`src/rtl/uart_tx.sv`:
```
// 8N1 UART transmitter: one request strobe latches a byte, which is shifted out LSB first.
// Each bit is held for CLK_FRE/BAUD clock cycles; strobes arriving mid-frame are dropped.
module uart_tx #(
    parameter int BAUD    = 9600,
    parameter int CLK_FRE = 50_000_000
) (
    input  logic       clk,
    input  logic       rst_n,
    input  logic [7:0] data,
    input  logic       data_flag,
    output logic       tx,
    output logic       busy
);

    localparam int BIT_CYC = CLK_FRE / BAUD;
    localparam int BAUD_W  = (BIT_CYC > 1) ? $clog2(BIT_CYC) : 1;
    localparam int BIT_W   = $clog2(10);

    localparam logic [BAUD_W-1:0] BAUD_LAST = BAUD_W'(BIT_CYC - 1);
    localparam logic [BIT_W-1:0]  BIT_STOP  = BIT_W'(9);
    localparam logic [BIT_W-1:0]  BIT_LAST_DATA = BIT_W'(8);

    localparam logic [0:0] IDLE = 1'b0;
    localparam logic [0:0] SEND = 1'b1;

    logic [0:0]        state_q, state_d;
    logic [BIT_W-1:0]  bit_cnt_q, bit_cnt_d;
    logic [BAUD_W-1:0] baud_cnt_q, baud_cnt_d;
    logic [7:0]        shr_q, shr_d;
    logic              tx_q, tx_d;

    always_comb begin
        state_d    = state_q;
        bit_cnt_d  = bit_cnt_q;
        baud_cnt_d = baud_cnt_q;
        shr_d      = shr_q;
        tx_d       = tx_q;
        case (state_q)
            IDLE: begin
                tx_d = 1'b1;
                if (data_flag) begin
                    state_d    = SEND;
                    shr_d      = data;
                    tx_d       = 1'b0;
                    bit_cnt_d  = '0;
                    baud_cnt_d = '0;
                end
            end
            SEND: begin
                if (baud_cnt_q == BAUD_LAST) begin
                    baud_cnt_d = '0;
                    if (bit_cnt_q == BIT_STOP) begin
                        state_d = IDLE;
                        tx_d    = 1'b1;
                    end else begin
                        bit_cnt_d = bit_cnt_q + BIT_W'(1);
                        // Frame slots 0..7 end by presenting the next data bit; slot 8 ends into the stop bit.
                        if (bit_cnt_q < BIT_LAST_DATA) begin
                            tx_d  = shr_q[0];
                            shr_d = {1'b0, shr_q[7:1]};
                        end else begin
                            tx_d = 1'b1;
                        end
                    end
                end else begin
                    baud_cnt_d = baud_cnt_q + BAUD_W'(1);
                end
            end
            default: state_d = IDLE;
        endcase
    end

    always_ff @(posedge clk or negedge rst_n) begin
        if (!rst_n) begin
            state_q    <= IDLE;
            bit_cnt_q  <= '0;
            baud_cnt_q <= '0;
            shr_q      <= '0;
            tx_q       <= 1'b1;
        end else begin
            state_q    <= state_d;
            bit_cnt_q  <= bit_cnt_d;
            baud_cnt_q <= baud_cnt_d;
            shr_q      <= shr_d;
            tx_q       <= tx_d;
        end
    end

    assign tx   = tx_q;
    assign busy = (state_q == SEND);

endmodule

```
`config.mk`:
```
export PLATFORM = sky130hd
export DESIGN_NAME = uart_tx
export DESIGN_NICKNAME = d
export VERILOG_FILES = /design/src/rtl/uart_tx.sv
export SDC_FILE = /design/constraint.sdc
export NUM_CORES = 1
export LEC_CHECK = 0
export CAP_MARGIN = 25
export CORE_MARGIN = 2
export CORE_UTILIZATION = 62
export CTS_CLUSTER_DIAMETER = 100
export CTS_CLUSTER_SIZE = 16
export DETAILED_ROUTE_END_ITERATION = 6
export DONT_BUFFER_PORTS = 1
export PLACE_DENSITY = 0.76
export SLEW_MARGIN = 20
export SYNTH_ARGS = -nofsm -noshare
export SYNTH_HDL_FRONTEND = slang
export SYNTH_SLANG_ARGS = --single-unit
```
`constraint.sdc`:
```
create_clock -name clk -period 2.7 [get_ports clk]
set_input_delay 0.81 -clock clk [delete_from_list [all_inputs] [get_ports clk]]
set_output_delay 0.81 -clock clk [all_outputs]
set_load 0.1 [all_outputs]
```
==> results.cfg <==
[global_routing]
grt_pass1_vias = 1212
grt_usage_pct = 25.48
grt_pass1_wl_um = 5278
grt_max_degree = 28
gr-total-overflow = 0
grt_antenna_before_repair = 0

[synthesis]
synthDistinctLibCells = 43
synth_area_per_cell_um2 = 10.11
yosysSeqAreaShare_pct = 44.64
syn_area_mm2 = 0.001516
ys.flop_type = dfrtp_1
syn_inst = 150
synth-edff-count = 0
synth.net_count = 164
ys_ff_latch = 27
yosys_warnings = 0
async_reset_ff_share_pct = 100.0

[timing]
slew_headroom_pct = 55.12
fin_skew_ns = 0.002212
hold_ws_ns = 0.1495
period_needed_ns = 2.118
fmax_mhz = 472.0
rsz0062_at_grt = no
finalSetupViolCount = 0
tns_ns = 0
fin_crit_sh_pct = 78.46
final-hold-violation-count = 0
worst_slew_pin_slew_ns = 0.6707
drv_slew = 0

[route]
routed.top_layer = met4
vias = 1151
wl_met1_um = 1355
dr_wl_met2_um = 1503
wl_met3_um = 155
dr.pass1.iters = 6
drc = 0
viasPerCell = 6.466
drt_iter0_drc = 23
postRouteAntennaNets = 0
wirelength_um = 3064
routedWlPerCell_um = 17.21

[run_status]
outcome = complete, no violations

[critical_path]
cp.arrival_ns = 2.35
r2r_start = baud_cnt_q[5]
crit_path_start = baud_cnt_q[5]
cp_max_fo = 9
r2r_slack_ns = 0.58
startpoint_type = flop
critical_path_class = reg2reg
crit_end = shr_q[3]
worstRegToRegCells = 4
cp.required_ns = 2.93
end_kind = flop
timing.rr.end = shr_q[3]

[power]
pwr-share-comb_pct = 20.5
p_clk_share_pct = 18.1
power_switching_mw = 0.3337
p_leak_nw = 0.6843
power.internal_mw = 0.6509
p_per_area_mw_per_mm2 = 627.5
p_total_mw = 0.9846
pwr-share-seq_pct = 61.5
swShare_pct = 33.90
vdd_drop_max_uv = 526.6

[place]
port_buffers = 0
dpl_cell_area_mm2 = 0.001543
dp_cells = 174
place_hpwl_um = 2210
gp_congestion = 0.8928

[cts]
cts-buffers-inserted = 3
cts_tree = done
hold_buffers = 0
clk_pin_slew_worst_paths_ns = 0.14
cts_sinks = 27
clockBufferDepth = 2
cts.repair.resized = 0
clk-insertion-delay-late_ns = 0.33
htreeDepth = 1
post_cts_buffers = 0
cts-root-buf = clkbuf_4

[die]
die_y_um = 53.46
fp-row-count = 17
die-width_um = 53.46
die_area_mm2 = 0.002857
core_mm2 = 0.002255
io_pins = 13
start_util_pct = 67.26

[final_layout]
final_common_cell = dfrtp_1
drive_above_1_share_pct = 20.00
stdcell_area_mm2 = 0.001569
area_growth_pct = 3.465
nNetsFinal = 165
final_cells = 178
n_antenna_cell = 0
final_cell_mix = dfrtp_1, nand2_1, o21ai_0, mux2_2

[min_path]
hp-class = in2async

[run]
drv_cap = 0
## power groups by stage
stage	logic (mW)	registers (mW)	clock network [mW]
6_report	0.201	0.605	0.178
5_1_grt	0.231	0.616	0.192
4_1_cts	0.203	0.601	0.182
3_5_place_dp	0.202	0.609	0
3_3_place_gp	0.192	0.599	0
2_1_floorplan	0.189	0.568	0
## synth_stat cells (2+ instances only)
library cell	number	share of area (%)
nand2_1	15	3.7
nor3_1	6	2.0
o21ai_0	14	4.6
mux2_2	14	10
buf_2	2	0.66
a22o_1	3	1.7
inv_1	5	1.2
a21o_1	2	0.99
nand3_1	9	3.0
ha_1	3	2.5
nor4_1	2	0.82
mux2i_1	2	1.3
clkbuf_1	4	0.99
nor2_1	9	2.2
a21oi_1	3	0.99
or3_1	2	0.82
and3_1	2	0.82
nand4_1	3	1.2
dfrtp_1	26	43
## kinds of logic after synthesis
group,synth area share (%)
compound gates,15.76
xor+xnor,0.5777
fa+ha+maj,2.476
buf+inv,2.888
flops,44.64
mux,11.72
simple gates,21.95
## worst max-delay path, stage by stage, from the launching register on
cell and delay [ns]:
dfrtp_1 0.47, or4b_4 0.61, nor3_4 0.40, a31oi_4 0.22, mux2_2 0.32
## worst min path at each step
stage,end,from,slack [ns],cells after the start
after floorplan,shr_q[7],shr_q[7],0.45,1
after global placement,shr_q[7],shr_q[7],0.46,1
after detailed placement,shr_q[7],shr_q[7],0.47,1
after CTS,busy,rst_n,0.14,0
after global routing,busy,rst_n,0.13,0
final,baud_cnt_q[6],rst_n,0.15,0
## per-stage QoR
step                utilization (%)  setup WS, ns
floorplan                         -        0.4107
global placement              68.42        0.6693
detailed placement            68.42        0.6038
CTS                           69.59        0.5850
global route                  69.59        0.4823
finish                        69.59        0.5815
## metal layers
layer  vias up  GRT usage, %
met5         -             0
met4         0         11.11
met2        35         41.98
li1        554             -
met3         5         4.520
met1       557         32.54
## area by class of cell
class / instances / area, um^2
Multi-Input combinational cell: 112 / 795.8
Fill cell: 182 / 685.7
Sequential cell: 27 / 678.2
Tap cell: 28 / 35.03
Clock buffer: 4 / 26.28
Inverter: 5 / 18.77
Timing Repair Buffer: 2 / 15.01
## state kept, by name, indices dropped and copies added (netlist names)
| register | cells |
|---|---|
| baud_cnt_q | 13 |
| shr_q | 8 |
| bit_cnt_q | 4 |
| busy | 1 |
| tx | 1 |
No activity file was read; power rests on OpenSTA's default activity.
